**src/rtl/lambda_inverse_if.sv**
```systemverilog
// Handshake bundle for lambda_inverse: input triple (z, mean, variance) and result side.
// The block side uses the slave modport; the producer/consumer side uses master.
interface lambda_inverse_if #(
  parameter int DATA_W = 16
) ();
  logic              in_valid;
  logic              in_ready;
  logic [DATA_W-1:0] z;
  logic [DATA_W-1:0] mean;
  logic [DATA_W-1:0] variance;
  logic              out_valid;
  logic              out_ready;
  logic [DATA_W-1:0] eps_out;
  logic              div_zero;
  logic              sat;

  modport master (
    output in_valid, z, mean, variance, out_ready,
    input  in_ready, out_valid, eps_out, div_zero, sat
  );

  modport slave (
    input  in_valid, z, mean, variance, out_ready,
    output in_ready, out_valid, eps_out, div_zero, sat
  );
endinterface

```
**src/rtl/lambda_inverse.sv**
```systemverilog
// Recovers eps = (z - mean) / sqrt(var) in signed Q(DATA_W-FRAC).FRAC using a
// bit-serial square root followed by a bit-serial restoring divide.
module lambda_inverse #(
  parameter int DATA_W = 16,
  parameter int FRAC   = 8
) (
  input  logic            clk,
  input  logic            reset,
  lambda_inverse_if.slave bus
);
  localparam int RAD_W      = DATA_W + FRAC;
  localparam int SQ_W       = RAD_W / 2;
  localparam int SQRT_ITERS = SQ_W;
  localparam int DIV_ITERS  = DATA_W + FRAC + 1;
  localparam int NUM_W      = DIV_ITERS;
  localparam int CNT_W      = $clog2(DIV_ITERS + 1);

  localparam logic [NUM_W-1:0]  Q_MAX   = {{(NUM_W-DATA_W+1){1'b0}}, {(DATA_W-1){1'b1}}};
  localparam logic [NUM_W-1:0]  Q_MIN   = Q_MAX + {{(NUM_W-1){1'b0}}, 1'b1};
  localparam logic [DATA_W-1:0] EPS_MAX = {1'b0, {(DATA_W-1){1'b1}}};
  localparam logic [DATA_W-1:0] EPS_MIN = {1'b1, {(DATA_W-1){1'b0}}};

  typedef enum logic [1:0] {
    IDLE = 2'd0,
    SQRT = 2'd1,
    DIV  = 2'd2,
    DONE = 2'd3
  } state_t;

  state_t             r_state;
  state_t             w_state_nxt;
  logic [CNT_W-1:0]   r_cnt;
  logic [RAD_W-1:0]   r_rad;
  logic [SQ_W:0]      r_sq_rem;
  logic [SQ_W-1:0]    r_root;
  logic [DATA_W:0]    r_diff;
  logic [NUM_W-1:0]   r_num;
  logic [NUM_W-1:0]   r_quo;
  logic [SQ_W-1:0]    r_dv_rem;
  logic               r_in_ready;
  logic               r_out_valid;
  logic [DATA_W-1:0]  r_eps;
  logic               r_div_zero;
  logic               r_sat;

  logic [DATA_W:0]    w_diff;
  logic [DATA_W:0]    w_abs;
  logic [SQ_W+2:0]    w_sq_rem_sh;
  logic [SQ_W+2:0]    w_sq_trial;
  logic               w_sq_ge;
  logic [SQ_W:0]      w_dv_rem_sh;
  logic               w_dv_ge;
  logic [NUM_W-1:0]   w_q_next;
  logic [DATA_W-1:0]  w_eps;
  logic               w_div_zero;
  logic               w_sat;
  logic               w_sqrt_last;
  logic               w_div_last;

  // diff is one bit wider than the operands so z - mean never overflows
  assign w_diff = {bus.z[DATA_W-1], bus.z} - {bus.mean[DATA_W-1], bus.mean};
  assign w_abs  = w_diff[DATA_W] ? ((DATA_W+1)'(0) - w_diff) : w_diff;

  assign w_sq_rem_sh = {r_sq_rem, r_rad[RAD_W-1 -: 2]};
  assign w_sq_trial  = {1'b0, r_root, 2'b01};
  assign w_sq_ge     = (w_sq_rem_sh >= w_sq_trial);

  assign w_dv_rem_sh = {r_dv_rem, r_num[NUM_W-1]};
  assign w_dv_ge     = (w_dv_rem_sh >= {1'b0, r_root});
  assign w_q_next    = {r_quo[NUM_W-2:0], w_dv_ge};

  assign w_sqrt_last = (r_cnt == CNT_W'(SQRT_ITERS - 1));
  assign w_div_last  = (r_cnt == CNT_W'(DIV_ITERS - 1));

  // State register
  always_ff @(posedge clk or negedge reset) begin
    if (!reset) r_state <= IDLE;
    else        r_state <= w_state_nxt;
  end

  // Next-state logic
  always_comb begin
    w_state_nxt = r_state;
    case (r_state)
      IDLE:    if (bus.in_valid)  w_state_nxt = SQRT; else w_state_nxt = IDLE;
      SQRT:    if (w_sqrt_last)   w_state_nxt = DIV;  else w_state_nxt = SQRT;
      DIV:     if (w_div_last)    w_state_nxt = DONE; else w_state_nxt = DIV;
      DONE:    if (bus.out_ready) w_state_nxt = IDLE; else w_state_nxt = DONE;
      default: w_state_nxt = IDLE;
    endcase
  end

  // Final sign/saturation; a zero sigma forces the result to the sign of diff
  always_comb begin
    w_eps      = {DATA_W{1'b0}};
    w_div_zero = 1'b0;
    w_sat      = 1'b0;
    if (r_root == {SQ_W{1'b0}}) begin
      w_div_zero = 1'b1;
      if (r_diff == {(DATA_W+1){1'b0}}) begin
        w_eps = {DATA_W{1'b0}};
      end else if (r_diff[DATA_W]) begin
        w_eps = EPS_MIN;
        w_sat = 1'b1;
      end else begin
        w_eps = EPS_MAX;
        w_sat = 1'b1;
      end
    end else if (r_diff[DATA_W]) begin
      if (w_q_next > Q_MIN) begin
        w_eps = EPS_MIN;
        w_sat = 1'b1;
      end else begin
        w_eps = DATA_W'(0) - w_q_next[DATA_W-1:0];
      end
    end else begin
      if (w_q_next > Q_MAX) begin
        w_eps = EPS_MAX;
        w_sat = 1'b1;
      end else begin
        w_eps = w_q_next[DATA_W-1:0];
      end
    end
  end

  // Datapath: operand capture, sqrt/divide iterations and result registers
  always_ff @(posedge clk or negedge reset) begin
    if (!reset) begin
      r_cnt       <= {CNT_W{1'b0}};
      r_rad       <= {RAD_W{1'b0}};
      r_sq_rem    <= {(SQ_W+1){1'b0}};
      r_root      <= {SQ_W{1'b0}};
      r_diff      <= {(DATA_W+1){1'b0}};
      r_num       <= {NUM_W{1'b0}};
      r_quo       <= {NUM_W{1'b0}};
      r_dv_rem    <= {SQ_W{1'b0}};
      r_in_ready  <= 1'b1;
      r_out_valid <= 1'b0;
      r_eps       <= {DATA_W{1'b0}};
      r_div_zero  <= 1'b0;
      r_sat       <= 1'b0;
    end else begin
      r_in_ready  <= (w_state_nxt == IDLE);
      r_out_valid <= (w_state_nxt == DONE);
      case (r_state)
        IDLE: begin
          if (bus.in_valid) begin
            r_cnt    <= {CNT_W{1'b0}};
            r_rad    <= {bus.variance, {FRAC{1'b0}}};
            r_sq_rem <= {(SQ_W+1){1'b0}};
            r_root   <= {SQ_W{1'b0}};
            r_diff   <= w_diff;
            r_num    <= {w_abs, {FRAC{1'b0}}};
            r_quo    <= {NUM_W{1'b0}};
            r_dv_rem <= {SQ_W{1'b0}};
          end else begin
            r_cnt <= {CNT_W{1'b0}};
          end
        end
        SQRT: begin
          r_rad    <= r_rad << 2;
          r_sq_rem <= w_sq_ge ? (SQ_W+1)'(w_sq_rem_sh - w_sq_trial) : (SQ_W+1)'(w_sq_rem_sh);
          r_root   <= {r_root[SQ_W-2:0], w_sq_ge};
          r_cnt    <= w_sqrt_last ? {CNT_W{1'b0}} : r_cnt + CNT_W'(1);
        end
        DIV: begin
          r_num    <= r_num << 1;
          r_dv_rem <= w_dv_ge ? SQ_W'(w_dv_rem_sh - {1'b0, r_root}) : SQ_W'(w_dv_rem_sh);
          r_quo    <= w_q_next;
          r_cnt    <= r_cnt + CNT_W'(1);
          if (w_div_last) begin
            r_eps      <= w_eps;
            r_div_zero <= w_div_zero;
            r_sat      <= w_sat;
            r_cnt      <= {CNT_W{1'b0}};
          end else begin
            r_eps      <= r_eps;
          end
        end
        DONE: begin
          r_cnt <= {CNT_W{1'b0}};
        end
        default: begin
          r_cnt <= {CNT_W{1'b0}};
        end
      endcase
    end
  end

  assign bus.in_ready  = r_in_ready;
  assign bus.out_valid = r_out_valid;
  assign bus.eps_out   = r_eps;
  assign bus.div_zero  = r_div_zero;
  assign bus.sat       = r_sat;
endmodule

```
**src/flat_wrapper.sv**
```systemverilog
// flat-port wrapper written by rule: the top's interface ports become plain ports
module lambda_inverse_flat 
#(
  parameter int DATA_W = 16,
  parameter int FRAC   = 8
)
  (clk, reset, bus_in_valid, bus_z, bus_mean, bus_variance, bus_out_ready, bus_in_ready, bus_out_valid, bus_eps_out, bus_div_zero, bus_sat);
  lambda_inverse_if #(.DATA_W(DATA_W)) bus_i ();
  input  logic clk;
  input  logic reset;
  input wire logic [$bits(bus_i.in_valid)-1:0] bus_in_valid;
  input wire logic [$bits(bus_i.z)-1:0] bus_z;
  input wire logic [$bits(bus_i.mean)-1:0] bus_mean;
  input wire logic [$bits(bus_i.variance)-1:0] bus_variance;
  input wire logic [$bits(bus_i.out_ready)-1:0] bus_out_ready;
  output wire logic [$bits(bus_i.in_ready)-1:0] bus_in_ready;
  output wire logic [$bits(bus_i.out_valid)-1:0] bus_out_valid;
  output wire logic [$bits(bus_i.eps_out)-1:0] bus_eps_out;
  output wire logic [$bits(bus_i.div_zero)-1:0] bus_div_zero;
  output wire logic [$bits(bus_i.sat)-1:0] bus_sat;
  assign bus_i.in_valid = bus_in_valid;
  assign bus_i.z = bus_z;
  assign bus_i.mean = bus_mean;
  assign bus_i.variance = bus_variance;
  assign bus_i.out_ready = bus_out_ready;
  assign bus_in_ready = bus_i.in_ready;
  assign bus_out_valid = bus_i.out_valid;
  assign bus_eps_out = bus_i.eps_out;
  assign bus_div_zero = bus_i.div_zero;
  assign bus_sat = bus_i.sat;
  lambda_inverse #(.DATA_W(DATA_W), .FRAC(FRAC)) u_core (.clk(clk), .reset(reset), .bus(bus_i));
endmodule
```
**config.mk**
```make
export PLATFORM = sky130hd
export DESIGN_NAME = lambda_inverse_flat
export DESIGN_NICKNAME = d
export VERILOG_FILES = /design/src/rtl/lambda_inverse_if.sv /design/src/rtl/lambda_inverse.sv /design/src/flat_wrapper.sv
export SDC_FILE = /design/constraint.sdc
export NUM_CORES = 1
export LEC_CHECK = 0
export ABC_CLOCK_PERIOD_IN_PS = 3200
export CORE_AREA = 2 2 154 156
export CTS_CLUSTER_DIAMETER = 200
export DETAILED_ROUTE_END_ITERATION = 8
export DIE_AREA = 0 0 156 158
export PLACE_DENSITY_LB_ADDON = 0.12
export SYNTH_ARGS = -nofsm -noshare
export SYNTH_HDL_FRONTEND = slang
export SYNTH_SLANG_ARGS = --single-unit
```
**constraint.sdc**
```tcl
create_clock -name clk -period 3.2 [get_ports clk]
set_input_delay 0.64 -clock clk [delete_from_list [all_inputs] [get_ports clk]]
set_output_delay 0.64 -clock clk [all_outputs]
set_load 0.1 [all_outputs]
```
# --- After elaboration in Yosys (flattened, before gate mapping) ---
# Index checks and enable logic that the tools add are counted.
word_totals:
  ff_bits: 154
  input_bits: 52
  word_cells: 76
op_classes:
  n_addsub: 6
  n_lt_le_gt_ge: 4
  n_eq_ne: 7
  mux: 34
  reduce_logical: 11
ops:
  columns: ["cell", "count"]
  rows:
  - ["16-bit two-way mux", 6]
  - ["24-bit case mux with 2 select lines", 2]
  - ["25-bit case mux with 2 select lines", 1]
  - ["24-bit two-way mux", 2]
  - ["12-bit case mux with 2 select lines", 2]
  - ["13-bit two-way mux", 2]
  - ["13-bit case mux with 2 select lines", 1]
  - ["25-bit by 15-bit > comparator with 1-bit output (second input constant)", 1]
  - ["25-bit by 16-bit > comparator with 1-bit output (second input constant)", 1]
  - ["25-bit two-way mux", 1]
  - ["12-bit two-way mux", 2]
  - ["17-bit zero test", 1]
  - ["17-bit two-way mux", 1]
  - ["1-bit by 17-bit subtractor with 17-bit output (first input constant)", 1]
  - ["16-bit by 16-bit subtractor with 17-bit output", 1]
  - ["1-bit by 16-bit subtractor with 16-bit output (first input constant)", 1]
  - ["15-bit by 14-bit greater-or-equal comparator with 1-bit output", 1]
  - ["5-bit case mux with 3 select lines", 1]
  - ["13-bit by 12-bit greater-or-equal comparator with 1-bit output", 1]
  - ["13-bit subtractor", 1]
  - ["12-bit zero test", 1]
  - ["12-bit subtractor", 1]
  - ["5-bit two-way mux", 2]
  - ["1-bit two-way mux", 8]
  - ["other kinds (12)", 20]

# --- Logic depth before layout (Yosys ltp) ---
# Gate-level depths: netlist of the first run.
depth:
  ltp_word: 5
  mapped_depth: 17
  mapped_depth_nobuf: 16

# --- Worst setup path before layout of the first run ---
# No wires, ideal clock.
synth_path:
  kind: "register to register"
  start: "register u_core.r_root[1]"
  end: "register u_core.r_eps[7], in the netlist u_core.bus.eps_out[7]"
  setup_ps: 76
  arrival_time_ps: 3421
  required_time_ps: 3124
  slack_ps: -297
  stages_incl_launch_ff: 17
  cell_sequence: "dfrtp_1 > inv_1 > ha_1 > nor2b_1 > o31ai_1 > a2111oi_0 > o31a_1 > buf_6 > ha_1 > nand4b_1 > nor3_1 > nand4_1 > o21ai_1 > nand2_1 > a21oi_4 > a211oi_1 > o21ai_1"
synth_via:
  elab_chain_cells: 5
  elab_cells_between_ends: 9
  cone_classes: "add/sub: 1; order compare: 3; mux: 4; reduce/logical: 1"
synth_lines:
  columns: ["item", "line", "rtl"]
  rows:
  - ["from (decl)", "lambda_inverse.sv:35", "logic [SQ_W-1:0] r_root;"]
  - ["from (signal assigned)", "lambda_inverse.sv:132", "r_root <= {SQ_W{1'b0}};"]
  - ["from (signal assigned)", "lambda_inverse.sv:151", "r_root <= {SQ_W{1'b0}};"]
  - ["from (signal assigned)", "lambda_inverse.sv:163", "r_root <= {r_root[SQ_W-2:0], w_sq_ge};"]
  - ["13-bit by 12-bit greater-or-equal comparator with 1-bit output", "lambda_inverse.sv:69", "assign w_dv_ge = (w_dv_rem_sh >= {1'b0, r_root});"]
  - ["25-bit by 15-bit > comparator with 1-bit output (tied with other cells)", "lambda_inverse.sv:117", "if (w_q_next > Q_MAX) begin"]
  - ["16-bit two-way mux, on equally long branches", "lambda_inverse.sv:117, lambda_inverse.sv:110", null]
  - ["16-bit two-way mux", "lambda_inverse.sv:109", "end else if (r_diff[DATA_W]) begin"]
  - ["16-bit two-way mux *", "lambda_inverse.sv:98", "if (r_root == {SQ_W{1'b0}}) begin"]
  - ["to (signal assigned)", "lambda_inverse.sv:139", "r_eps <= {DATA_W{1'b0}};"]
  - ["to (signal assigned)", "lambda_inverse.sv:172", "r_eps <= w_eps;"]
  - ["to (signal assigned)", "lambda_inverse.sv:177", "r_eps <= r_eps;"]
  - ["to (decl)", "lambda_inverse.sv:42", "logic [DATA_W-1:0] r_eps;"]
# Mark *: on every way between the ends. The rest lies on a longest branch, timed or not.
# A chain may end at the register's enable or synchronous reset.

# --- Final worst setup path of the first run ---
layout_path:
  start: "input bus_z[1]"
  end: "register u_core.r_num[22]"
layout_via:
  elab_chain_cells: 5
layout_lines:
  columns: ["item", "line", "rtl"]
  rows:
  - ["from (decl)", "flat_wrapper.sv:12", "input wire logic [$bits(bus_i.z)-1:0] bus_z;"]
  - ["16-bit by 16-bit subtractor with 17-bit output *", "lambda_inverse.sv:61", "assign w_diff = {bus.z[DATA_W-1], bus.z} - {bus.mean[DATA_W-1], bus.mean};"]
  - ["1-bit by 17-bit subtractor with 17-bit output", "lambda_inverse.sv:62", "assign w_abs = w_diff[DATA_W] ? ((DATA_W+1)'(0) - w_diff) : w_diff;"]
  - ["17-bit two-way mux *", "lambda_inverse.sv:62", null]
  - ["25-bit two-way mux *", "lambda_inverse.sv:147", "if (bus.in_valid) begin"]
  - ["25-bit case mux with 2 select lines *", "lambda_inverse.sv:145", "case (r_state)"]
  - ["to (signal assigned)", "lambda_inverse.sv:134", "r_num <= {NUM_W{1'b0}};"]
  - ["to (signal assigned)", "lambda_inverse.sv:153", "r_num <= {w_abs, {FRAC{1'b0}}};"]
  - ["to (signal assigned)", "lambda_inverse.sv:167", "r_num <= r_num << 1;"]
  - ["to (decl)", "lambda_inverse.sv:37", "logic [NUM_W-1:0] r_num;"]
# Mark *: on every way between the ends. The rest lies on a longest branch, timed or not. The select of a mux whose other input is x is not followed.

==> metrics.sh, run 1 <==
POWER_PER_STANDARD_CELL_AREA_mW_PER_MM2=1020
CRITPATHCAPTURETYPE='flop'
PLACE.PORT_BUFFERS=71
SYNTH_AREA_LEADER_CELL='dfrtp_1'
LEAST_SETUP_SLACK_ACROSS_ALL_PATHS_AFTER_LAYOUT_NS=0.0746
YOSYS.AREA.TOP_TYPE_SHARE_PCT=39.8
NUMCTSBUFFERS=17
LAYOUT.CORE_UTILIZATION_PCT=48.6
SKEW_NS=0.0118
CORE_AREA_MM2=0.0231
WORST_IR_DROP_VDD_V=0.000435
DRT_DRC_VIOLATIONS_LEFT=0
SYNTH-WARNING-COUNT=0
CRITICALPATHCATEGORY='input pin to flop'
GLOBALROUTETOTALUTIL_PCT=17.5
CTS_HOLD_REPAIR.BUFFERS=0
TIMING.FMAX_MHz=320
CRIT_PATH_TOP_DELAY_CELL='or4b_4'
CTS_TREE='done'
GP_CONGESTION=0.808
CTS.SINK_COUNT=138
GLOBAL_ROUTE_WIRE_LENGTH_BEFORE_REPAIR_UM=34900
SYNTH.AREA.TOP_CELLS='dfrtp_1 40%, ha_1 6.8%, nand2_1 6.1%, o21ai_0 6.0%, nand3_1 3.3%'
IOPINCOUNT=72
DRIVE_GT1_SHARE_PCT=22.1
POST-ROUTE-CELL-AREA_MM2=0.0112
CRITICAL-PATH-TOP-DELAY-FAMILY='compound AO/OA/AOI/OAI gates'
DIE_H_UM=158
LAYOUT_WORST_PATH_CYCLE_SHARE_PCT=97.7
ASYNC_RESET_FF_SHARE_PCT=100
YS_SEQ_AREA_SHARE_PCT=40.1
SYNTH_ENABLE_FLOP_CELLS=0
MAXSLEWHEADROOM_PCT=40.1
CLKSLEWWORSTSETUPHOLDPATHS_NS=0.06
CRITICAL_PATH.REG2REG.STARTPOINT='u_core.r_root[1]'
GRT_ANTENNA_BEFORE_REPAIR=0
CAP_VIOL_MAX_COUNT=0
AREA.GROWTH.SYNTH_TO_FINAL_PCT=30.2
ROUTE.VIAS.TOTAL=7382
GRT_OVERFLOW_TOTAL=0
DP.CELLS=1398
RR_ENDPOINT='u_core.bus.sat'
SETUP_VIOL=0
GRT_SETUP_UNREPAIRED='true'
CRIT_CHAIN='dlygate4sd2_1, fa_2, a211oi_4, buf_4, o21ai_2, a21oi_2, xor2_2, nand3b_4, or4b_4, o41ai_4, xor2_1, o211ai_1'
SYN-NUM-NETS=1093
SYNTHFLOPTYPE='dfrtp_1'
NUMBER_OF_BUFFERS_ON_THE_LONGEST_CLOCK_PATH=2
CRITICAL_PATH_BUF_INV_COUNT=2
WIRELENGTH_UM=21000
TIMING.HOLD.WORST.CLASS='input pin to async pin'
START_UTIL_PCT=37.4
LEAKAGE_uW=0.00503
CP.REQUIRED_NS=3.49
GRT_MAX_DEGREE=79
DRT-INITIAL-DRC-COUNT=308
SYN_AREA_MM2=0.00861
CRIT_PATH_START_KIND='input pin'
DIE_WIDTH_UM=156
STATUS='finished, final reports clean'
PRE_ANTENNA_DRT_ITERS=4
LAYOUT.NETS=1241
FLOORPLAN.DIE_AREA_MM2=0.0246
MAX_SLEW.WORST_PIN.SLEW_NS=0.898
YOSYS_REGISTER_BITS=138
DETAIL_ROUTE.VIAS_PER_CELL=5.12
TIMING.FINAL.MAX_SLEW_VIOLATIONS=0
N_ANTENNA_CELL=0
SYNTHTOPCELLSBYCOUNT='139 x nand2_1, 137 x dfrtp_1, 103 x o21ai_0'
ROWS=56
CRITICAL_PATH.MAX_FANOUT=3
MEAN_POST_SYNTH_CELL_AREA_UM2=8.68
REG2REG_DEPTH=15
CRIT_PATH_MAX_INCR_DELAY_NS=0.53
POST_DP_CELL_AREA_MM2=0.0103
HOLD_VIOL_FINAL=0
FIRST_GLOBAL_VIAS=6946
DP_HPWL_UM=14900
CTSROOTBUFFERMASTER='clkbuf_16'
INSERTION_DELAY_NS=0.42
YOSYSMOSTFREQUENTCELL='nand2_1'
ANT_NETS=0
TIMING.FINAL.CRIT_PERIOD_NS=3.13
SETUP.REG_TO_REG.WORST_SLACK_NS=0.17
HTREE_NUM_LEVELS=4
SYNTHESIS.INSTANCES=992
ROUTED_WIRE_LENGTH_PER_INSTANCE_UM=14.6
PLACE_WORST_SETUP_SLACK_NS=-0.752
SYNTH_CELL_TYPES=72
FINAL-INSTANCE-COUNT-EXCL-FILL=1442
POST-LAYOUT-TOTAL-POWER_uW=11400
WORST_EP_ARRIVAL_TIME_NS=3.41
per-layer routing:
layer	track usage [%]	wire (µm)	up-vias
met2	28.5	9790	100
met5	0	0	-
met3	2.82	584	12
met4	4.72	183	0
li1	-	-	3820
met1	24.4	10400	3450
worst register-to-register path: cells and delay by family (launching register included):
kind	cells	cell delay [ns]
AO/OA/AOI/OAI	5	1.16
AND/OR/NAND/NOR	6	0.76
adder cells (fa/ha/maj)	2	0.40
flip-flops	1	0.38
buffers and inverters	2	0.24
flip-flops by register name (all words and copies together), names as in the netlist:
register	count
u_core.r_quo	24
u_core.r_diff	17
u_core.r_num	17
u_core.bus.eps_out	16
u_core.r_rad	16
u_core.r_sq_rem	13
u_core.r_dv_rem	12
u_core.r_root	12
u_core.r_cnt	5
u_core.r_state	2
u_core.bus.div_zero	1
u_core.bus.in_ready	1
u_core.bus.out_valid	1
u_core.bus.sat	1
where the power goes:
group | internal, µW | switching (µW) | leakage (µW) | total, µW
clock network | 1070 | 781 | 0.000255 | 1850
logic | 3100 | 3650 | 0.00300 | 6750
registers | 2340 | 446 | 0.00178 | 2790
cells by family (layout without fill, tap and decap cells):
group / count (synthesis) / count (layout) / share of synthesized area (%)
fa+ha+maj: 49 / 49 / 7.29
mux: 17 / 17 / 2.00
buf+inv: 106 / 266 / 5.11
flops: 138 / 138 / 40.1
compound gates: 272 / 272 / 20.0
simple gates: 351 / 351 / 19.1
xor+xnor: 59 / 59 / 6.39
worst max path at each step:
stage	depth (start not counted)	slack (ns)	end	from
after floorplan	16	-0.04	u_core.bus.eps_out[7]	u_core.r_root[1]
after global placement	14	-0.75	u_core.r_num[23]	bus_z[0]
after detailed placement	14	-0.75	u_core.r_num[23]	bus_z[0]
after CTS	14	-0.01	u_core.r_num[24]	bus_z[0]
after global routing	15	-0.05	u_core.r_num[22]	bus_z[0]
final	12	0.07	u_core.r_num[22]	bus_z[1]
through the flow:
step,setup TNS (ns),hold slack [ns]
floorplan,-0.0504,0.344
global placement,-8.58,0.461
detailed placement,-9.15,0.464
CTS,-0.0155,0.195
global route,-0.0651,0.215
finish,0,0.184
repair_timing:
action	4_1_cts	5_1_grt
resized for setup	21	51
pin swaps	10	25
setup endpoints to repair	9	24
buffers inserted	4	9
layout make-up:
| cell class | count | area [µm²] |
|---|---|---|
| Clock inverter | 13 | 121 |
| Fill cell | 2195 | 11800 |
| Clock buffer | 18 | 429 |
| Tap cell | 290 | 363 |
| Timing Repair Buffer | 183 | 1580 |
| Sequential cell | 138 | 3450 |
| Inverter | 52 | 208 |
| Multi-Input combinational cell | 748 | 5060 |
layout by cell type, fill, tap and decap left out, types with 4 or more instances in the layout:
cell type / count
buf_4: 126
nand2_2: 4
o211ai_1: 4
nand2_1: 137
and3_1: 8
o21a_1: 4
clkinvlp_4: 5
dfrtp_1: 137
nand4_1: 10
ha_4: 12
xor2_1: 24
a221o_1: 11
nor3_1: 17
o21ai_0: 103
nor2b_1: 7
mux2i_1: 15
clkdlybuf4s50_1: 43
nand3_1: 56
a211oi_1: 4
inv_2: 13
a22oi_1: 14
inv_1: 38
nand2b_1: 4
a21o_1: 12
buf_12: 5
a21oi_2: 7
o31ai_1: 7
a21oi_1: 46
or3_1: 4
a31oi_1: 20
o21ai_1: 8
ha_1: 33
nor4_1: 11
xnor2_1: 30
nor2_1: 65
clkbuf_16: 17
Note: power is estimated with default switching activity, not from simulation.
==> inputs of run 2 (changes only) <==
CTS_CLUSTER_DIAMETER = default   (was 200)
SLEW_MARGIN = 20   (was default)
==> results of run 2 <==
No change in the layout: final DEF, timing and power equal those of run 1.
